<file path="config.mk">
export PLATFORM = sky130hd
export DESIGN_NAME = fp_mult_stream_ctrl
export DESIGN_NICKNAME = d
export VERILOG_FILES = /design/src/rtl/fp_mult_pkg.sv /design/src/rtl/fp_mult_res_fifo.sv /design/src/rtl/fp_mult_stream_ctrl.sv
export SDC_FILE = /design/constraint.sdc
export NUM_CORES = 1
export LEC_CHECK = 0
export CAP_MARGIN = 10
export CORE_AREA = 2 2 180 182
export CTS_BUF_LIST = sky130_fd_sc_hd__clkbuf_4 sky130_fd_sc_hd__clkbuf_8
export DETAILED_ROUTE_END_ITERATION = 8
export DIE_AREA = 0 0 182 184
export PLACE_DENSITY_LB_ADDON = 0.08
export SYNTH_ARGS = -nofsm -noshare
export SYNTH_HDL_FRONTEND = slang
export SYNTH_SLANG_ARGS = --single-unit
</file>
<file path="constraint.sdc">
create_clock -name clk -period 10.7 [get_ports clk]
set_input_delay 2.14 -clock clk [delete_from_list [all_inputs] [get_ports clk]]
set_output_delay 2.14 -clock clk [all_outputs]
set_load 0.01 [all_outputs]
</file>
<file path="src/rtl/fp_mult_pkg.sv">
// Shared single-precision field widths, result-class flags and the classifier
// used when a product is captured into the result FIFO.
package fp_mult_pkg;

   localparam int FP_EXP_W = 8;
   localparam int FP_MAN_W = 23;
   localparam int FP_W     = 1 + FP_EXP_W + FP_MAN_W;

   typedef struct packed {
      logic nan;
      logic inf;
      logic zero;
   } fp_class_t;

   // Denormals deliberately fall through with no flag set.
   function automatic fp_class_t classify(input logic [FP_W-1:0] x);
      logic [FP_EXP_W-1:0] exp_f;
      logic [FP_MAN_W-1:0] man_f;
      fp_class_t           c;
      exp_f  = x[FP_W-2 -: FP_EXP_W];
      man_f  = x[FP_MAN_W-1:0];
      c.nan  = (&exp_f) && (man_f != '0);
      c.inf  = (&exp_f) && (man_f == '0);
      c.zero = (exp_f == '0) && (man_f == '0);
      return c;
   endfunction

endpackage

</file>
<file path="src/rtl/fp_mult_res_fifo.sv">
// Result FIFO: power-of-two ring buffer with wrap-around pointers and an
// occupancy count; the head reads as zero while empty.
module fp_mult_res_fifo #(
   parameter int WIDTH = 35,
   parameter int DEPTH = 8
) (
   input  logic                     clk,
   input  logic                     aclr,
   input  logic                     wr_en,
   input  logic [WIDTH-1:0]         wr_data,
   input  logic                     rd_en,
   output logic [WIDTH-1:0]         rd_data,
   output logic [$clog2(DEPTH):0]   count
);

   localparam int AW = $clog2(DEPTH);
   localparam int CW = AW + 1;

   logic [WIDTH-1:0] mem_q [DEPTH];
   logic [AW-1:0]    wr_ptr_q, rd_ptr_q;
   logic [CW-1:0]    count_q, count_d;
   logic             do_rd;

   assign do_rd = rd_en && (count_q != '0);

   // NOTE: storage has no reset; only pointers and count do, and the head is
   // masked while empty so stale contents never reach the output.
   always_ff @(posedge clk) begin
      if (wr_en) mem_q[wr_ptr_q] <= wr_data;
   end

   // NOTE: every combinational output gets a default first so no latch is inferred.
   always_comb begin
      count_d = count_q;
      if (wr_en && !do_rd)      count_d = count_q + CW'(1);
      else if (!wr_en && do_rd) count_d = count_q - CW'(1);
   end

   always_ff @(posedge clk or posedge aclr) begin
      if (aclr) begin
         wr_ptr_q <= '0;
         rd_ptr_q <= '0;
         count_q  <= '0;
      end else begin
         if (wr_en) wr_ptr_q <= wr_ptr_q + AW'(1);
         if (do_rd) rd_ptr_q <= rd_ptr_q + AW'(1);
         count_q <= count_d;
      end
   end

   // The upstream credit scheme makes a write into a full buffer unreachable.
   always_ff @(posedge clk) begin
      if (!aclr) assert (!(wr_en && (count_q == CW'(DEPTH))));
   end

   assign rd_data = (count_q != '0) ? mem_q[rd_ptr_q] : '0;
   assign count   = count_q;

endmodule

</file>
<file path="src/rtl/fp_mult_stream_ctrl.sv">
// Streams operand pairs into an external fixed-latency FP multiplier and
// buffers classified products in order, with credit-based input flow control.
module fp_mult_stream_ctrl
   import fp_mult_pkg::*;
#(
   parameter int MULT_LAT = 3,
   parameter int DEPTH    = 8
) (
   input  logic                   clk,
   input  logic                   aclr,
   input  logic                   in_valid,
   output logic                   in_ready,
   input  logic [FP_W-1:0]        in_a,
   input  logic [FP_W-1:0]        in_b,
   output logic [FP_W-1:0]        mult_ay,
   output logic [FP_W-1:0]        mult_az,
   output logic                   mult_ena,
   input  logic [FP_W-1:0]        mult_result,
   output logic                   out_valid,
   input  logic                   out_ready,
   output logic [FP_W-1:0]        out_data,
   output logic [2:0]             out_flags,
   output logic [$clog2(DEPTH):0] level
);

   localparam int CW = $clog2(DEPTH) + 1;
   localparam int RW = FP_W + 3;

   logic [FP_W-1:0]   ay_q, ay_d, az_q, az_d;
   logic [MULT_LAT:0] vpipe_q, vpipe_d;
   logic [CW-1:0]     level_q, level_d, fifo_count;
   logic              in_ready_q, in_ready_d;
   logic              accept, pop, capture;
   fp_class_t         cap_class;
   logic [RW-1:0]     head;

   assign accept    = in_valid && in_ready_q;
   assign pop       = out_valid && out_ready;
   assign capture   = vpipe_q[MULT_LAT];
   assign cap_class = classify(mult_result);

   // Bit 0 marks a valid pair in the operand register; bits 1..MULT_LAT follow
   // it through the multiplier stages, so capture lands MULT_LAT+1 edges later.
   always_comb begin
      ay_d    = ay_q;
      az_d    = az_q;
      level_d = level_q;
      if (accept) begin
         ay_d = in_a;
         az_d = in_b;
      end
      vpipe_d = {vpipe_q[MULT_LAT-1:0], accept};
      if (accept && !pop)      level_d = level_q + CW'(1);
      else if (!accept && pop) level_d = level_q - CW'(1);
      in_ready_d = (level_d < CW'(DEPTH));
   end

   always_ff @(posedge clk or posedge aclr) begin
      if (aclr) begin
         ay_q       <= '0;
         az_q       <= '0;
         vpipe_q    <= '0;
         level_q    <= '0;
         in_ready_q <= 1'b0;
      end else begin
         ay_q       <= ay_d;
         az_q       <= az_d;
         vpipe_q    <= vpipe_d;
         level_q    <= level_d;
         in_ready_q <= in_ready_d;
      end
   end

   fp_mult_res_fifo #(
      .WIDTH (RW),
      .DEPTH (DEPTH)
   ) u_res_fifo (
      .clk     (clk),
      .aclr    (aclr),
      .wr_en   (capture),
      .wr_data ({cap_class, mult_result}),
      .rd_en   (pop),
      .rd_data (head),
      .count   (fifo_count)
   );

   assign in_ready  = in_ready_q;
   assign mult_ay   = ay_q;
   assign mult_az   = az_q;
   assign mult_ena  = 1'b1;
   assign out_valid = (fifo_count != '0);
   assign out_data  = head[FP_W-1:0];
   assign out_flags = head[RW-1 -: 3];
   assign level     = level_q;

endmodule
</file>
Yosys cells after proc, flatten, opt, wreduce, memory -nomap -nowiden
Memory sizes are Yosys's and may differ from the RTL's.
Cells that the tools add are included.

storage, ports and cells
  register bits after elaboration = 83
  logic and storage cells = 43
  memory bits (writable) = 280
  output and inout port bits = 106
  input port bits = 100
  memories kept = 1

memories
  name              depth  width  rd ports  clocked after Yosys merged registers in  wr ports  RTL line                source
  u_res_fifo.mem_q  8      35     1         0                                        1         fp_mult_res_fifo.sv:19  logic [WIDTH-1:0] mem_q [DEPTH];

cells by class
  add/subtract/negate cells = 6
  magnitude comparators = 1
  muxes and demuxes = 7
  reduce and logical (&&, ||, !) cells = 20

operators by type and width
  cell                                              count
  two-way mux 35 bit                                1
  zero test 23 bit                                  1
  nonzero test 23 bit                               1
  two-way mux 4 bit                                 4
  logical AND 1 bit                                 10
  adder 4 x 1 -> 4 bit, second input constant       2
  zero test 8 bit                                   1
  AND reduction 8 bit                               1
  subtractor 4 x 1 -> 4 bit, second input constant  2
  adder 3 x 1 -> 3 bit, second input constant       2
  zero test 1 bit                                   4
  < comparator 4 bit, second input constant         1
  nonzero test 4 bit                                1
  two-way mux 1 bit                                 2
  nonzero test 2 bit                                1

Longest topological paths before layout
  depth in word-level cells = 6
  depth in mapped cells = 9

Hierarchy
Synthesis repeated with hierarchy kept, for this count alone.

second synthesis, totals
  cell total of the unflattened synthesis = 674
  area total of the unflattened synthesis = 14032.2 um2

by module, submodules not included
  module               instances  cells each  sequential area each (um2)  area each (um2)
  fp_mult_res_fifo     1          470         8658.3                      11069.4
  fp_mult_stream_ctrl  1          204         1826.8                      2962.8

Least setup slack after synthesis
OpenSTA, ideal clock, no wires.

  kind = flip-flop to output port
  start point = register u_res_fifo.count_q[3] (netlist: u_res_fifo.count[3])
  end point = output port out_data[0]
  data arrival time = 1.677 ns
  buffers on the path = 3
  slack = 6.883 ns
  cell stages (with the launch flop) = 7
  cells stage by stage = dfrtp_1 or4_4 buf_6 and2_4 buf_6 buf_6 a22o_1

between the ends
  cells in the longest elaborated chain, start to end = 2

RTL lines
  what                    RTL line                   source
  start, declared         fp_mult_res_fifo.sv:21     logic [CW-1:0] count_q, count_d;
  start signal, assigned  fp_mult_res_fifo.sv:47     count_q <= count_d;
  nonzero test 4 bit      -
  net out_valid           fp_mult_stream_ctrl.sv:19  output logic out_valid,
  two-way mux 35 bit      fp_mult_res_fifo.sv:56     assign rd_data = (count_q != '0) ? mem_q[rd_ptr_q] : '0;
  end, declared           fp_mult_stream_ctrl.sv:21  output logic [FP_W-1:0] out_data,

The timed path passes the listed nets, and every way through them passes these cells.

Final worst setup path
  start point = register u_res_fifo.rd_ptr_q[0]
  end point = output port out_data[12]

between the ends
  cells in the longest elaborated chain, start to end = 2

RTL lines
  what                      RTL line                source
  start, declared           fp_mult_res_fifo.sv:20  logic [AW-1:0] wr_ptr_q, rd_ptr_q;
  start signal, assigned    fp_mult_res_fifo.sv:46  if (do_rd) rd_ptr_q <= rd_ptr_q + AW'(1);
  memory read (8 x 35 bit)  -
  two-way mux 35 bit        fp_mult_res_fifo.sv:56

No other way between the ends.

==> flow_summary.yaml <==
run_status:
  outcome: "finished clean"
timing:
  hold_viol_final: 0
  finalSetupTns_ns: 0
  finClkSkew_ns: 0.01788
  post-route-period-util_pct: 54.22
  worst_slew_pin_slew_ns: 1.074
  drv_slew: 0
  relSlewSlack_pct: 28.38
  fmax_mhz: 172.4
  setup_viol: 0
  period_minus_slack_ns: 5.802
  rsz0062_at_grt: "no"
die:
  start_util_pct: 44.47
  dieArea_sq_um: 33490
  die_h_um: 184
  fp.coreArea_sq_um: 31390
  io_pins: 206
  die_x_um: 182
  row_count: 65
drt:
  initialDrtViolationCount: 427
  drc: 0
  wl_per_cell_um: 22.91
  vias: 7331
  firstDrtPassIters: 5
  antenna_left: 0
  vias_per_cell: 5.406
  routed_wl_um: 31060
power:
  peakVddDrop_mv: 0.1782
  power.density_nw_per_um2: 278.3
  leakage_nw: 6.094
final_layout:
  fillers: 2386
  fin_util_pct: 56.19
  fin_cells: 1356
  n_antenna_cell: 0
  drive_gt1_share_pct: 27.25
  finalNetCount: 1015
  final_cell_area_sq_um: 17640
  areaGrowthSynthToFinish_pct: 26.34
worst_setup_path:
  required_ns: 8.56
  worstPathArrival_ns: 3.66
  path_class: "flop to output pin"
  start_kind: "flop"
  end_kind: "output pin"
  path_max_fanout: 43
yosys:
  synth-main-ff-cell: "edfxtp_1"
  synth-seq-cells: 363
  synth_cell_types: 38
  syn_avg_cell_area_sq_um: 21.12
  synth_edf_count: 280
  yosysSeqAreaShare_pct: 75.10
  syn_inst: 661
  yosysWarnings: 0
  synth_nets: 771
  ys_async_sr_fraction_pct: 22.87
  netlist_area_sq_um: 13960
global_route:
  antenna_found_initial: 2
  grt_pass1_vias: 8153
  grt_start_max_net_pins: 84
  grt_pass1_wl_um: 47730
  grt_usage_pct: 18.91
  grt-ovfl-total: 0
run:
  maxCapViolCount: 0
placement:
  place_area_sq_um: 16450
  hpwl_um: 17560
  place.port_buffers: 204
  gp_congestion: 0.7047
  placed_cells: 1246
clocking:
  cts_tree: "yes"
  cts.sinks: 363
  clk_pin_slew_ns: 0.05
  cts_buffer_depth: 3
  cts-root-buf: "clkbuf_8"
  postCtsHoldBufs: 0
  cts_made_buffers: 59
  clk-insertion-delay-late_ns: 0.60
  ctsHtreeMaxLevel: 2
  post_cts_buffers: 0
  postCtsResizedCells: 0
worst_hold_path:
  hp-class: "flop to flop"
## cell type report
cell class / count / area (sq um) / share of cell area [%]
sequential: 363 / 10490 / 59.47
multi-input combinational: 256 / 3289 / 18.65
tap: 402 / 503.0 / 2.852
inverter: 8 / 31.28 / 0.1773
timing repair buffer: 217 / 2140 / 12.13
clock inverter: 41 / 297.8 / 1.688
clock buffer: 69 / 887.1 / 5.029
## Yosys cell counts (4+ instances only)
cell type | count | share of area, %
nor4_1 | 7 | 0.31
dfrtp_1 | 83 | 15
edfxtp_1 | 280 | 60
nand2b_1 | 4 | 0.18
nand4_1 | 4 | 0.18
a22o_1 | 35 | 2.2
nand2_1 | 11 | 0.30
buf_6 | 9 | 0.73
inv_1 | 8 | 0.22
nor3_1 | 6 | 0.22
nor2_1 | 6 | 0.16
buf_2 | 12 | 0.43
ha_1 | 9 | 0.81
mux4_2 | 70 | 11
mux2_2 | 69 | 5.6
xnor2_1 | 6 | 0.38
clkbuf_1 | 10 | 0.27
## state kept, by name (all words and copies together), names as in the netlist
signal,flops
in_ready,1
level,4
mult_ay,32
mult_az,32
u_res_fifo.count,4
u_res_fifo.mem_q,280
u_res_fifo.rd_ptr_q,3
u_res_fifo.wr_ptr_q,3
vpipe_q,4
## cell families after synthesis
family          count (synthesis)  share of synthesized area (%)
other cells                     1                        0.02686
compound gates                 48                          2.850
flops                         363                          75.10
mux                           140                          16.93
fa+ha+maj                      10                         0.9500
xor+xnor                        8                         0.5019
buf+inv                        42                          1.748
simple gates                   49                          1.891
## per-stage QoR
stage          hold slack, ns  setup slack, ns  power [mW]
2_1_floorplan          0.3312            6.423       2.949
3_3_place_gp           0.3352            5.426       3.719
3_5_place_dp           0.3356            5.370       3.767
4_1_cts                0.3497            4.730       4.986
5_1_grt                0.3519            4.580       5.168
6_report               0.3492            4.898       4.909
## path summary, 6_finish.rpt
path	to	cells past startpoint	start	slack (ns)
max	out_data[12]	4	u_res_fifo.rd_ptr_q[0]	4.90
min	vpipe_q[3]	0	vpipe_q[2]	0.35
max reg2reg	u_res_fifo.count[3]	8	u_res_fifo.count[3]	7.81
min reg2reg	vpipe_q[3]	0	vpipe_q[2]	0.35
max in group asynchronous	u_res_fifo.rd_ptr_q[0]	3	aclr	7.75
min in group asynchronous	u_res_fifo.wr_ptr_q[0]	3	aclr	2.19
## placed cells by master (no fill, tap or decap), types with 2 or more instances in the layout
cell	synthesis	layout
a21oi_1	3	3
a22o_1	35	35
buf_4	1	13
bufinv_16	0	4
clkbuf_4	0	10
clkbuf_8	0	59
clkdlybuf4s50_1	0	204
clkinv_1	0	19
clkinv_2	0	15
dfrtp_1	83	81
edfxtp_1	280	280
ha_1	9	9
inv_1	8	6
inv_6	0	2
mux2_2	69	69
mux4_2	70	70
nand2_1	11	11
nand2b_1	4	4
nand3_1	3	3
nand3b_1	2	2
nand4_1	4	4
nor2_4	0	6
nor3_1	6	4
nor3_2	0	2
nor4_1	7	7
o211ai_1	3	3
o21ai_0	3	3
xnor2_1	6	6
xor2_1	2	2
## metal layers
metal | vias to the layer above | wire (um) | track usage, %
li1 | 3197 | - | -
met1 | 3775 | 12030 | 23.09
met2 | 297 | 15380 | 32.12
met3 | 58 | 2999 | 6.656
met4 | 4 | 625 | 5.194
met5 | - | 28 | 0
## where the power goes
part	total (mW)	internal, mW	switching [mW]
clock	1.19	0.652	0.540
combinational	1.75	0.978	0.768
sequential	1.97	1.79	0.176
## critical path, stage by stage, from the launching register on
cell,delay (ns)
dfrtp_4,1.01
buf_4,0.66
mux4_2,0.58
a22o_1,0.23
clkdlybuf4s50_1,0.57
Note: power is estimated with default switching activity, not from simulation.
